File: src/rtl/tm_pkg.sv
// Shared types for the Turing-machine engine: control states, head direction
// and the decoded rule record.
package tm_pkg;

  localparam int MAX_SW = 8;
  localparam int MAX_QW = 8;

  typedef enum logic [1:0] {
    ST_IDLE  = 2'd0,
    ST_CLEAR = 2'd1,
    ST_RUN   = 2'd2,
    ST_DONE  = 2'd3
  } ctrl_state_t;

  typedef enum logic {
    L = 1'b0,
    R = 1'b1
  } dir_t;

  // Fields are sized for the largest supported machine; narrower builds zero-extend.
  typedef struct packed {
    logic [MAX_SW-1:0] write_sym;
    dir_t              dir;
    logic [MAX_QW-1:0] next_state;
    logic              halt;
  } rule_t;

endpackage

File: src/rtl/tm_if.sv
// Configuration, control and status bundle of the Turing-machine engine.
interface tm_if #(
  parameter int NSTATES    = 2,
  parameter int NSYMS      = 5,
  parameter int TAPE_DEPTH = 64,
  parameter int CNT_W      = 40
);
  localparam int SW = $clog2(NSYMS);
  localparam int QW = $clog2(NSTATES);
  localparam int PW = $clog2(TAPE_DEPTH);
  localparam int AW = $clog2(NSTATES * NSYMS);

  logic                cfg_we;
  logic [AW-1:0]       cfg_addr;
  logic [SW+QW+1:0]    cfg_data;
  logic                start;
  logic                abort;
  logic                busy;
  logic                halted;
  logic                error;
  logic [CNT_W-1:0]    steps;
  logic [CNT_W-1:0]    ones;
  logic [PW-1:0]       pos;
  logic [QW-1:0]       cur_state;

  modport master (
    output cfg_we, cfg_addr, cfg_data, start, abort,
    input  busy, halted, error, steps, ones, pos, cur_state
  );

  modport slave (
    input  cfg_we, cfg_addr, cfg_data, start, abort,
    output busy, halted, error, steps, ones, pos, cur_state
  );

endinterface

File: src/rtl/tm_tape_ram.sv
// Single-port tape store: synchronous write, combinational read of the
// addressed cell so the engine can read-modify-write one cell per cycle.
module tm_tape_ram #(
  parameter int DEPTH = 64,
  parameter int SW    = 3
) (
  input  logic                     clk,
  input  logic                     we,
  input  logic [$clog2(DEPTH)-1:0] addr,
  input  logic [SW-1:0]            wdata,
  output logic [SW-1:0]            rdata
);

  logic [SW-1:0] mem [DEPTH];

  always_ff @(posedge clk) begin
    if (we) begin
      mem[addr] <= wdata;
    end
  end

  assign rdata = mem[addr];

endmodule

File: src/rtl/tm_engine.sv
// Turing-machine engine: loads a rule table, clears the tape, then runs one
// transition per cycle until halt, head overrun, counter saturation or abort.
module tm_engine
  import tm_pkg::*;
#(
  parameter int NSTATES    = 2,
  parameter int NSYMS      = 5,
  parameter int TAPE_DEPTH = 64,
  parameter int CNT_W      = 40
) (
  input logic CLK_66MHZ,
  input logic RESET_N,
  tm_if.slave bus
);

  localparam int SW     = $clog2(NSYMS);
  localparam int QW     = $clog2(NSTATES);
  localparam int PW     = $clog2(TAPE_DEPTH);
  localparam int NRULES = NSTATES * NSYMS;
  localparam int AW     = $clog2(NRULES);
  localparam int RW     = SW + QW + 2;
  localparam int IW     = SW + QW + 1;

  ctrl_state_t      state_q, state_d;
  logic [PW-1:0]    pos_q, pos_d;
  logic [QW-1:0]    cur_state_q, cur_state_d;
  logic [CNT_W-1:0] steps_q, steps_d;
  logic [CNT_W-1:0] ones_q, ones_d;
  logic             halted_q, halted_d;
  logic             error_q, error_d;

  logic [RW-1:0]    rule_mem [NRULES];
  logic             cfg_open;

  logic             tape_we;
  logic [SW-1:0]    tape_wdata;
  logic [SW-1:0]    rd_sym;

  logic [IW-1:0]    idx;
  logic             sym_bad, idx_bad, at_edge;
  rule_t            rule;
  logic [SW-1:0]    wsym;
  logic [CNT_W-1:0] steps_inc, ones_upd;
  logic             unused_bits;

  function automatic rule_t unpack_rule(input logic [RW-1:0] raw);
    rule_t r;
    r            = '0;
    r.write_sym  = MAX_SW'(raw[RW-1 -: SW]);
    r.dir        = raw[QW+1] ? R : L;
    r.next_state = MAX_QW'(raw[QW:1]);
    r.halt       = raw[0];
    return r;
  endfunction

  // Rules may only change while no run is in flight.
  assign cfg_open = (state_q == ST_IDLE) || (state_q == ST_DONE);

  always_ff @(posedge CLK_66MHZ) begin
    for (int i = 0; i < NRULES; i++) begin
      if (bus.cfg_we && cfg_open && (bus.cfg_addr == AW'(i))) begin
        rule_mem[i] <= bus.cfg_data;
      end
    end
  end

  tm_tape_ram #(
    .DEPTH (TAPE_DEPTH),
    .SW    (SW)
  ) u_tape (
    .clk   (CLK_66MHZ),
    .we    (tape_we),
    .addr  (pos_q),
    .wdata (tape_wdata),
    .rdata (rd_sym)
  );

  assign idx       = IW'(cur_state_q) * IW'(NSYMS) + IW'(rd_sym);
  assign sym_bad   = ({1'b0, rd_sym} >= (SW+1)'(NSYMS));
  assign idx_bad   = (idx >= IW'(NRULES));
  assign rule      = idx_bad ? rule_t'('0) : unpack_rule(rule_mem[idx[AW-1:0]]);
  assign wsym      = rule.write_sym[SW-1:0];
  assign at_edge   = ((rule.dir == L) && (pos_q == '0)) || ((rule.dir == R) && (&pos_q));
  assign steps_inc = steps_q + CNT_W'(1);
  assign ones_upd  = ((rd_sym == '0) && (wsym != '0)) ? ones_q + CNT_W'(1) :
                     ((rd_sym != '0) && (wsym == '0)) ? ones_q - CNT_W'(1) : ones_q;
  assign unused_bits = ^{rule, idx};

  always_comb begin
    state_d     = state_q;
    pos_d       = pos_q;
    cur_state_d = cur_state_q;
    steps_d     = steps_q;
    ones_d      = ones_q;
    halted_d    = halted_q;
    error_d     = error_q;
    tape_we     = 1'b0;
    tape_wdata  = '0;

    case (state_q)
      ST_IDLE, ST_DONE: begin
        if (bus.start) begin
          state_d  = ST_CLEAR;
          pos_d    = '0;
          steps_d  = '0;
          ones_d   = '0;
          halted_d = 1'b0;
          error_d  = 1'b0;
        end
      end

      ST_CLEAR: begin
        if (bus.abort) begin
          state_d = ST_IDLE;
        end else begin
          tape_we = 1'b1;
          if (&pos_q) begin
            state_d     = ST_RUN;
            pos_d       = PW'(TAPE_DEPTH / 2);
            cur_state_d = '0;
          end else begin
            pos_d = pos_q + PW'(1);
          end
        end
      end

      ST_RUN: begin
        if (bus.abort) begin
          state_d = ST_IDLE;
        end else if (sym_bad || idx_bad) begin
          state_d = ST_DONE;
          error_d = 1'b1;
        end else begin
          tape_we    = 1'b1;
          tape_wdata = wsym;
          steps_d    = steps_inc;
          ones_d     = ones_upd;
          if (rule.halt) begin
            state_d  = ST_DONE;
            halted_d = 1'b1;
          end else if (at_edge) begin
            state_d = ST_DONE;
            error_d = 1'b1;
          end else begin
            pos_d       = (rule.dir == R) ? pos_q + PW'(1) : pos_q - PW'(1);
            cur_state_d = rule.next_state[QW-1:0];
          end
          // Stop before the step counter could ever wrap.
          if (&steps_inc) begin
            state_d = ST_DONE;
            error_d = 1'b1;
          end
        end
      end

      default: state_d = ST_IDLE;
    endcase
  end

  always_ff @(posedge CLK_66MHZ or negedge RESET_N) begin
    if (!RESET_N) begin
      state_q     <= ST_IDLE;
      pos_q       <= '0;
      cur_state_q <= '0;
      steps_q     <= '0;
      ones_q      <= '0;
      halted_q    <= 1'b0;
      error_q     <= 1'b0;
    end else begin
      state_q     <= state_d;
      pos_q       <= pos_d;
      cur_state_q <= cur_state_d;
      steps_q     <= steps_d;
      ones_q      <= ones_d;
      halted_q    <= halted_d;
      error_q     <= error_d;
    end
  end

  assign bus.busy      = (state_q == ST_CLEAR) || (state_q == ST_RUN);
  assign bus.halted    = halted_q;
  assign bus.error     = error_q;
  assign bus.steps     = steps_q;
  assign bus.ones      = ones_q;
  assign bus.pos       = pos_q;
  assign bus.cur_state = cur_state_q;

endmodule

File: src/flat_wrapper.sv
// flat-port wrapper written by rule: the top's interface ports become plain ports
module tm_engine_flat import tm_pkg::*;
#(
  parameter int NSTATES    = 2,
  parameter int NSYMS      = 5,
  parameter int TAPE_DEPTH = 64,
  parameter int CNT_W      = 40
)
  (CLK_66MHZ, RESET_N, bus_cfg_we, bus_cfg_addr, bus_cfg_data, bus_start, bus_abort, bus_busy, bus_halted, bus_error, bus_steps, bus_ones, bus_pos, bus_cur_state);
  tm_if #(.NSTATES(NSTATES), .NSYMS(NSYMS), .TAPE_DEPTH(TAPE_DEPTH), .CNT_W(CNT_W)) bus_i ();
  input logic CLK_66MHZ;
  input logic RESET_N;
  input wire logic [$bits(bus_i.cfg_we)-1:0] bus_cfg_we;
  input wire logic [$bits(bus_i.cfg_addr)-1:0] bus_cfg_addr;
  input wire logic [$bits(bus_i.cfg_data)-1:0] bus_cfg_data;
  input wire logic [$bits(bus_i.start)-1:0] bus_start;
  input wire logic [$bits(bus_i.abort)-1:0] bus_abort;
  output wire logic [$bits(bus_i.busy)-1:0] bus_busy;
  output wire logic [$bits(bus_i.halted)-1:0] bus_halted;
  output wire logic [$bits(bus_i.error)-1:0] bus_error;
  output wire logic [$bits(bus_i.steps)-1:0] bus_steps;
  output wire logic [$bits(bus_i.ones)-1:0] bus_ones;
  output wire logic [$bits(bus_i.pos)-1:0] bus_pos;
  output wire logic [$bits(bus_i.cur_state)-1:0] bus_cur_state;
  assign bus_i.cfg_we = bus_cfg_we;
  assign bus_i.cfg_addr = bus_cfg_addr;
  assign bus_i.cfg_data = bus_cfg_data;
  assign bus_i.start = bus_start;
  assign bus_i.abort = bus_abort;
  assign bus_busy = bus_i.busy;
  assign bus_halted = bus_i.halted;
  assign bus_error = bus_i.error;
  assign bus_steps = bus_i.steps;
  assign bus_ones = bus_i.ones;
  assign bus_pos = bus_i.pos;
  assign bus_cur_state = bus_i.cur_state;
  tm_engine #(.NSTATES(NSTATES), .NSYMS(NSYMS), .TAPE_DEPTH(TAPE_DEPTH), .CNT_W(CNT_W)) u_core (.CLK_66MHZ(CLK_66MHZ), .RESET_N(RESET_N), .bus(bus_i));
endmodule
File: config.mk
export PLATFORM = sky130hd
export DESIGN_NAME = tm_engine_flat
export DESIGN_NICKNAME = d
export VERILOG_FILES = /design/src/rtl/tm_pkg.sv /design/src/rtl/tm_if.sv /design/src/rtl/tm_tape_ram.sv /design/src/rtl/tm_engine.sv /design/src/flat_wrapper.sv
export SDC_FILE = /design/constraint.sdc
export NUM_CORES = 1
export LEC_CHECK = 0
export CAP_MARGIN = 15
export CORE_ASPECT_RATIO = 1.4
export CORE_UTILIZATION = 35
export DETAILED_ROUTE_END_ITERATION = 7
export GPL_TIMING_DRIVEN = 0
export PLACE_DENSITY = 0.6
export SYNTH_ARGS = -nofsm -noshare
export SYNTH_HDL_FRONTEND = slang
export SYNTH_SLANG_ARGS = --single-unit
export TNS_END_PERCENT = 5
File: constraint.sdc
create_clock -name CLK_66MHZ -period 7.2 [get_ports CLK_66MHZ]
set_input_delay 1.44 -clock CLK_66MHZ [delete_from_list [all_inputs] [get_ports CLK_66MHZ]]
set_output_delay 1.44 -clock CLK_66MHZ [all_outputs]
set_load 0.05 [all_outputs]
### After elaboration in Yosys (flattened, before gate mapping)

Memory sizes are Yosys's and may differ from the RTL's.
Cells that the tools add are included.

* memory bits (writable): 252
* register bits: 91
* input bits: 15
* memories: 2
* logic and storage cells: 194

* reductions and logical operators: 47
* add/subtract/negate cells: 6
* equal/unequal tests: 25
* $lt $le $gt $ge: 2
* bitwise gates (word level): 1
* muxes and demuxes: 103
* multipliers: 1

Memory list
* u_core.u_tape.mem: depth 64, bits a word 3, rd ports 1, clocked after memory_dff 0, write ports 1, RTL line tm_tape_ram.sv:14 `logic [SW-1:0] mem [DEPTH];`
* u_core.rule_mem: depth 10, bits a word 6, rd ports 1, clocked after memory_dff 0, write ports 1, RTL line tm_engine.sv:32 `logic [RW-1:0] rule_mem [NRULES];`

Operators with widths (count)
* 40-bit 2-to-1 mux: 7
* 40-bit one-hot mux with 2 select lines: 2
* 6-bit 2-to-1 mux: 17
* 40-bit by 1-bit adder with 40-bit output (second input constant): 2
* 6-bit OR reduction: 9
* 1-bit 2-to-1 mux: 50
* 40-bit AND reduction: 1
* 40-bit by 1-bit subtractor with 40-bit output (second input constant): 1
* 4-bit 2-to-1 mux: 9
* 6-bit one-hot mux with 3 select lines: 1
* 4-bit by 3-bit equality test with 1-bit output (second input constant): 4
* 2-bit 2-to-1 mux: 8
* 1-bit logical AND: 15
* 5-bit AND reduction: 3
* 13-bit 2-to-1 mux: 1
* 2-bit != test (second input constant): 6
* 6-bit AND reduction: 2
* 3-bit 2-to-1 mux: 3
* 4-bit by 2-bit equality test with 1-bit output (second input constant): 2
* 4-bit equality test (second input constant): 2
* 1-bit one-hot mux with 2 select lines: 4
* 7-bit AND reduction: 1
* 6-bit by 1-bit adder with 6-bit output (second input constant): 1
* 3-bit logical NOT: 2
* other kinds (25): 32

### Logic depth before layout (Yosys ltp)

Gate-level depths: netlist of run 1.

* depth after elaboration: 16
* depth in mapped cells: 30
* gate-level depth less buffers: 26

### Modules after synthesis

From an unflattened synthesis of run 1, not the netlist that was laid out.

* cells, all modules: 1463
* area total of the unflattened synthesis: 17294.1 um^2

By module, submodules not included
* tm_engine: area an instance 9296.4 um^2, seq. area each 4078.9 um^2, cells each 967, times used 1
* tm_tape_ram: area an instance 7997.7 um^2, seq. area each 5765.5 um^2, cells each 496, times used 1

### Least setup slack after synthesis of run 1

Ideal clock, no wire load.

* kind: register to register
* start point: reg u_core.pos_q[0] (netlist: u_core.bus.pos[0])
* end point: reg u_core.ones_q[37] (netlist: u_core.bus.ones[37])
* stages on the path, launching flop included: 28
* clock period less this slack: 7.556 ns
* data arrival time: 7.435 ns
* path slack: -0.356 ns
* path through: dfrtp_1 -> buf_6 -> buf_6 -> mux4_2 -> nand2_1 -> a21oi_1 -> nor4_1 -> nand4_1 -> ha_1 -> clkbuf_1 -> clkbuf_1 -> mux2i_1 -> nor2_1 -> nor3_1 -> mux2_2 -> nand2b_1 -> ha_1 -> a211oi_1 -> o21ai_0 -> o21a_1 -> o211ai_1 -> a21oi_1 -> o21ai_0 -> a21oi_1 -> o21a_1 -> o21a_1 -> or3_1 -> a32o_1

* longest elaborated chain between the ends: 10

Ends and longest elaborated chain
* start, declared: RTL line tm_engine.sv:25 `logic [PW-1:0] pos_q, pos_d;`
* start signal, assigned: RTL line tm_engine.sv:171 `pos_q <= pos_d;`
* memory 64 x 3 bit *
* 4-bit by 3-bit adder with 5-bit output: RTL line tm_engine.sv:78 `assign idx = IW'(cur_state_q) * IW'(NSYMS) + IW'(rd_sym);`
* 5-bit by 4-bit >= comparator with 1-bit output / memory 10 x 6 bit (equally long branches)
* 13-bit 2-to-1 mux: RTL line tm_engine.sv:81 `assign rule = idx_bad ? rule_t'('0) : unpack_rule(rule_mem[idx[AW-1:0]]);`
* 3-bit nonzero test: RTL line tm_engine.sv:85 `assign ones_upd = ((rd_sym == '0) && (wsym != '0)) ? ones_q + CNT_W'(1) :`
* 1-bit logical AND: RTL line tm_engine.sv:85
* 40-bit 2-to-1 mux: RTL line tm_engine.sv:85
* 40-bit 2-to-1 mux: RTL line tm_engine.sv:130 `end else if (sym_bad || idx_bad) begin`
* 40-bit 2-to-1 mux: RTL line tm_engine.sv:128 `if (bus.abort) begin`
* 40-bit one-hot mux with 2 select lines: RTL line tm_engine.sv:100 `case (state_q)`
* end signal, assigned: RTL line tm_engine.sv:174 `ones_q <= ones_d;`
* end, declared: RTL line tm_engine.sv:28 `logic [CNT_W-1:0] ones_q, ones_d;`

Every way passes the cells marked *; elsewhere a longest branch is shown, timed or not. The select of a mux whose other input is x is not followed.
A chain may end at the register's enable or synchronous reset.

### Final worst setup path of run 1

* start point: reg u_core.pos_q[2] (netlist: u_core.bus.pos[2])
* end point: reg u_core.ones_q[37] (netlist: u_core.bus.ones[37])

The elaborated chain is that of the path after synthesis.

==> run metrics, run 1 <==
Post-Synthesis Cell Area between 15,000 and 20,000 um^2; slew at the pin closest to its max-slew limit between 900 and 1000 ps; warnings from Yosys 0; outcome finished clean; post-detailed-route via-to-cell ratio 5.67; internal power ~5.6 mW; worst hold path depth 2; FILL cells roughly 4,600; pwr dens roughly 470 nW/um^2; Std-Cell Rows 96; share of the yosys chip area belonging to registers 0.565; TritonCTS buffer count 36; Slew headroom 0.363; distinct cell type count after synthesis just over 90; WL met3 around 2500 um; WP data required between 7000 and 8000 ps; deepest level of the CTS H-tree 2; Critical Path Fanout Max 10; first-pass GRT wire length 75,200 um; layout overhead on the synthesized area 19.6%; DIE AREA 50,700 um^2; fraction of final layout cells with drive strength greater than 1 0.125; fraction of the cycle the final worst path needs 0.962; largest net degree at the start of global routing 60; average wire length per cell after detail routing between 20 and 25 um; Area contributors post-synth edfxtp_1, dfrtp_1, ha_1; cell type of the slowest stage on the worst timing path dfrtp_1; die height roughly 270 um; total of buffers placed on input and output ports about 100; Clock Sink Count 343; via count of the first global-routing pass between 10,000 and 15,000; post-detailed-routing wire length between 40,000 and 50,000 um; switching component of the power about 4.2 mW; top flip-flop cell by instance count after synthesis edfxtp_1; element type at the critical path start register; commonest non-fill, non-tap cell in the layout edfxtp_1; final hold slack about 510 ps; I/O pin count 105; most used cells in the layout excluding fill and tap cells edfxtp_1, nor2_1, nand2_1; largest buffer count on any clock path 3; setup repair after global routing missed its margin no; Critical Path End Type register; DRC Markers 0; final hold violations 0; clock tree from TritonCTS built; Post-Syn Area per Cell 11.9 um^2; count of antenna-violating nets left after detailed routing 0; part of the power in combinational logic 0.559; number of DRC violations after detailed-routing iteration 0 between 900 and 1,000; antenna fix cells 0; flip-flop and latch count after synthesis about 340; overall fraction of global-route tracks in use 0.193; Reg clk slew, reported paths approximately 60 ps; category of the critical setup timing path register to register; clock share of power 0.197; number of antenna violations at the first check in global routing 0; highest layer used for signal routing met4; class of the most critical hold timing path register to register; largest area contributor in the synthesized netlist edfxtp_1; clock latency on the worst-skew pair ~530 ps; post-synth net total 1,533; initial standard-cell utilization of the core 0.355; buffer type at the clock tree root clkbuf_16; number of enable-type register cells in the synthesized netlist between 200 and 300; sum of routed wire segments on met1 between 15,000 and 20,000 um; R2R depth 28; gate count after technology mapping 1,466; skew final approximately 20 ps; time the final worst path needs with I/O delays and setup 6930 ps; met2 wirelength from detailed routing between 20,000 and 30,000 um; number of pins with negative max-slew slack in the final report 0; final setup violation count 0; routed via count roughly 13,000; Reg power frac 0.244; number of nets in the layout around 1,700; first drt pass iteration count 6; overall overflow remaining after global route 0; hpwl dp 34,400 um; Max Freq between 0.1 and 0.15 GHz; largest vdd supply drop ~0.36 mV; share of synthesized registers carrying an async set or reset 0.265; area fraction of the dominant cell type after synthesis 0.435; GPL Wtd Cong between 0.8 and 0.9; maximum cell stage delay along the critical path slightly above 400 ps; maxcap violations 0; total leakage power approximately 7.5 nW; CORE AREA around 50,000 um^2; arrival time worst endpoint around 7300 ps; switch share 0.431; Setup TNS Final 0 ps; Die X-Extent about 190 um
-- what timing repair did --
action                     in CTS  in global routing
gates resized for setup        23                 20
buffers inserted                2                  8
hold buffers                    0                  0
cloned                          3                  0
setup endpoints to repair      34                 11
pin swaps                       2                  7
-- logic make-up (layout without fill, tap and decap cells) --
kind of cell	after synthesis	count (layout)	share of synthesized area
AOI/OAI and AO/OA	391	391	0.150
DFF	343	343	0.565
muxes	85	85	0.0693
and+or+nand+nor	447	450	0.125
adders and majority gates	52	52	0.0378
xor gates and xnor gates	46	46	0.0231
buffers and inverters	102	282	0.0297
-- layout make-up --
| cell class | count | area [um^2] | area share |
|---|---|---|---|
| plain buffers | 72 | 438 | 0.0210 |
| clock buffers | 44 | 983 | 0.0472 |
| clock inverters | 20 | 241 | 0.0116 |
| inverters | 26 | 97.6 | 0.00469 |
| multi-input cells | 1024 | 7200 | 0.346 |
| flip-flops and latches | 343 | 9850 | 0.473 |
| well taps | 637 | 797 | 0.0383 |
| repair buffers | 120 | 1220 | 0.0586 |
-- registers in the layout, indices dropped and copies added (netlist names) --
register and cells:
u_core.bus.halted 1, u_core.bus.steps 40, u_core.bus.ones 40, u_core.bus.pos 6, u_core.bus.error 1, u_core.state_q 2
u_core.u_tape.mem 192, u_core.rule_mem 60, u_core.bus.cur_state 1
-- through the flow --
stage          power, mW  instances  setup slack (ps)  utilization  instance area [um^2]
2_1_floorplan       6.27       1466              57.0            -                 17400
3_3_place_gp        7.54       2207             -1860        0.393                 19300
3_5_place_dp        7.63       2211             -1890        0.395                 19400
4_1_cts             9.71       2278              51.3        0.423                 20700
5_1_grt             10.4       2286              8.23        0.425                 20800
6_report            9.84       2286               275        0.425                 20800
-- power groups by stage --
stage               Combinational (mW)  Sequential, mW  Clock, mW
global route                      5.98            2.42       2.05
floorplan                         3.49            2.78          0
finish                            5.50            2.40       1.93
global placement                  5.09            2.45          0
CTS                               5.34            2.40       1.97
detailed placement                5.18            2.44          0
-- synth_stat cells, drive strengths merged (11+ instances only) --
library cell,n
a31oi,19
nand2,126
a221oi,19
o22a,11
and3,14
buf,35
o31ai,29
nor2,130
ha,51
clkbuf,41
nor2b,26
inv,23
edfxtp,252
mux4,26
nor3,28
nand4,18
xor2,25
mux2,22
nand3,31
mux2i,37
o41ai,12
dfrtp,91
a21o,14
o21ai,123
nand2b,19
a21oi,82
xnor2,21
-- worst max-delay path: cells and delay by family, from the launching register on --
kind	cells	cell delay [ps]
and+or+nand+nor	4	820
muxes	4	1240
AOI/OAI and AO/OA	12	2520
buffers and inverters	5	1080
adders and majority gates	3	740
DFF	1	410
-- worst paths after layout --
check                                          from              endpoint  slack, ps
worst min register to register  u_core.bus.ones[13]   u_core.bus.ones[13]        510
max in group asynchronous                   RESET_N   u_core.bus.ones[35]       5640
worst max register to register    u_core.bus.pos[2]   u_core.bus.ones[37]        270
min in group asynchronous                   RESET_N  u_core.bus.steps[18]        880
worst min-delay path            u_core.bus.ones[13]   u_core.bus.ones[13]        510
worst max-delay path              u_core.bus.pos[2]   u_core.bus.ones[37]        270
-- routing by layer --
metal | vias to the layer above | global-route usage
met3 | 113 | 0.0257
met2 | 461 | 0.351
met1 | 6453 | 0.226
met5 | - | 0
met4 | 0 | 0.0839
li1 | 5932 | -
Note: power is estimated with default switching activity, not from simulation.
==> inputs of run 2 (changes only) <==
Settings changed: CORE_UTILIZATION 35 to 50, PLACE_DENSITY 0.6 to 0.78, SLEW_MARGIN from default to 5.
==> run metrics, run 2 (synthesis gave the netlist of run 1 again) <==
skew final 36.5 ps (+16.7 ps); DRC Markers 0 (unchanged); Max Freq 0.142 GHz (-1.4%); largest buffer count on any clock path 3 (unchanged); maximum cell stage delay along the critical path 550 ps (+140 ps); hpwl dp 32,100 um (-6.6%); time the final worst path needs with I/O delays and setup 7020 ps (+98.1 ps); clock share of power 0.171 (-0.026); buffer type at the clock tree root clkbuf_16; Slew headroom 0.333 (-0.0300); cell type of the slowest stage on the worst timing path mux4_2; outcome finished clean; Setup TNS Final 0 ps (unchanged); worst reg2reg path endpoint u_core.bus.ones[34]; Register-to-Register Setup Slack 180 ps (-100 ps); antenna fix cells 0 (unchanged); part of the power in combinational logic 0.576 (+0.017); Util after Layout 0.594 (+0.169); routed via count 13,300 (+2.6%); overall fraction of global-route tracks in use 0.257 (+0.0637); Reg power frac 0.253 (+0.009); endpoint with the worst hold slack u_core.bus.ones[13]; die height 223 um (-16%); final hold violations 0 (unchanged); R2R depth 28 (unchanged); total power 9.50 mW (-3.5%); Clock Sink Count 343 (unchanged); number of nets in the layout 1,683 (-0.41%); switch share 0.444 (+0.0122); CTS Hold Bufs 0 (unchanged); registers with the highest flip-flop counts u_core.u_tape.mem (192), u_core.rule_mem (60); most used cells in the layout excluding fill and tap cells edfxtp_1, nor2_1, nand2_1; slew at the pin closest to its max-slew limit 993 ps (+44.6 ps); final setup violation count 0 (unchanged); pwr dens 467 nW/um^2 (-1.2%); Critical Path End Type register; worst-case setup margin in the final layout 177 ps (-98.1 ps); largest vdd supply drop 0.368 mV (+1.1%); largest net degree at the start of global routing 48 (-20%); clock latency on the worst-skew pair 610 ps (+80 ps); number of antenna violations at the first check in global routing 0 (unchanged); Critical Path Fanout Max 11 (+1); post-detailed-route via-to-cell ratio 6.36 (+12%); number of DRC violations after detailed-routing iteration 0 1,451 (+59%); Die X-Extent 160 um (-16%); total leakage power 7.41 nW (-1.6%); first drt pass iteration count 7 (+1); worst hold path depth 2 (unchanged); FILL cells 2,732 (-40%); Std-Cell Rows 80 (-17%); switching component of the power 4.21 mW (-0.72%); total of buffers placed on input and output ports 104 (unchanged); deepest level of the CTS H-tree 1 (-1); CP dominant cell by count o21ai_0; Largest Register u_core.u_tape.mem; origin of the worst min-delay path u_core.bus.ones[13]; arrival time worst endpoint 7470 ps (+130 ps); clock tree from TritonCTS built; post-detailed-routing wire length 46,900 um (-5.1%); category of the critical setup timing path register to register; DIE AREA 35,600 um^2 (-30%); fraction of the cycle the final worst path needs 0.975 (+0.0136); via count of the first global-routing pass 12,900 (+0.98%); count of antenna-violating nets left after detailed routing 0 (unchanged); final hold slack 522 ps (+9.30 ps); commonest non-fill, non-tap cell in the layout edfxtp_1; max FFs per register 192 (unchanged); CORE AREA 34,200 um^2 (-30%); element type at the critical path start register; layout overhead on the synthesized area 16.9%; number of pins with negative max-slew slack in the final report 0 (unchanged); TritonCTS buffer count 31 (-14%); first-pass GRT wire length 71,400 um (-5.1%); fraction of final layout cells with drive strength greater than 1 0.121 (-0.00366); GPL Wtd Cong 0.925 (+3.4%); Post-Place Setup Slack -1540 ps (+349 ps); maxcap violations 0 (unchanged); Reg clk slew, reported paths 70 ps (about the same); class of the most critical hold timing path register to register; internal power 5.29 mW (-5.5%); overall overflow remaining after global route 0 (unchanged); I/O pin count 105 (unchanged); WP data required 7640 ps (+20 ps); initial standard-cell utilization of the core 0.509 (+0.153); average wire length per cell after detail routing 22.4 um (+3.7%); reg-to-reg startpoint u_core.bus.pos[0]
## run 2: repair_timing
item | 4_1_cts | 5_1_grt
gates resized for setup | 19 | 21
pin swaps | 1 | 8
setup endpoints to repair | 33 | 12
setup buffers | 1 | 8
gates cloned | 2 | 1
## run 2: metal layers
layer	routed length, um	GRT usage	up-vias
met5	0	0	-
met3	3670	0.0431	173
met4	2340	0.131	0
met1	16800	0.294	6466
li1	-	-	5908
met2	24100	0.460	754
## run 2: worst max-delay path by stage
stage / start / end / slack [ps] / cells past startpoint
floorplan: u_core.bus.pos[0] / u_core.bus.ones[37] / 60 / 27
global placement: u_core.bus.pos[2] / u_core.bus.ones[37] / -1560 / 27
detailed placement: u_core.bus.pos[1] / u_core.bus.ones[37] / -1540 / 27
CTS: u_core.bus.pos[2] / u_core.bus.ones[37] / 30 / 28
global route: u_core.bus.pos[2] / u_core.bus.ones[34] / -60 / 28
finish: u_core.bus.pos[0] / u_core.bus.ones[34] / 180 / 28
## run 2: metrics by stage
stage | instance area [um^2] | cells
2_1_floorplan | 17400 | 1466
3_3_place_gp | 19000 | 2021
3_5_place_dp | 19100 | 2025
4_1_cts | 20200 | 2084
5_1_grt | 20300 | 2092
6_report | 20300 | 2092
## run 2: final cells by class
cell class / instances / area, um^2 / area share
Buffer: 72 / 437 / 0.0215
Clock buffer: 33 / 783 / 0.0385
Tap cell: 451 / 564 / 0.0277
Multi-Input combinational cell: 1024 / 7200 / 0.354
Timing Repair Buffer: 118 / 1210 / 0.0596
Inverter: 26 / 97.6 / 0.00480
Clock inverter: 25 / 204 / 0.0100
Sequential cell: 343 / 9850 / 0.484
## run 2: worst max-delay path: cells and delay by family (launching register included)
kind                       cells  cell delay, ps
AOI/OAI and AO/OA             11            2410
xor gates and xnor gates       2             370
adders and majority gates      2             640
buffers and inverters          4             810
DFF                            1             390
muxes                          3            1090
and+or+nand+nor                6            1140
## run 2: power groups by stage
stage | registers, mW | logic, mW | clock network [mW]
2_1_floorplan | 2.78 | 3.49 | 0
3_3_place_gp | 2.44 | 4.96 | 0
3_5_place_dp | 2.44 | 5.11 | 0
4_1_cts | 2.40 | 5.23 | 1.64
5_1_grt | 2.42 | 5.88 | 1.71
6_report | 2.41 | 5.47 | 1.62
==> inputs of run 3 (changes only) <==
Settings changed: SLEW_MARGIN 5 to default.
==> results of run 3 <==
The final DEF is identical to that of run 2; final timing and power are the same.
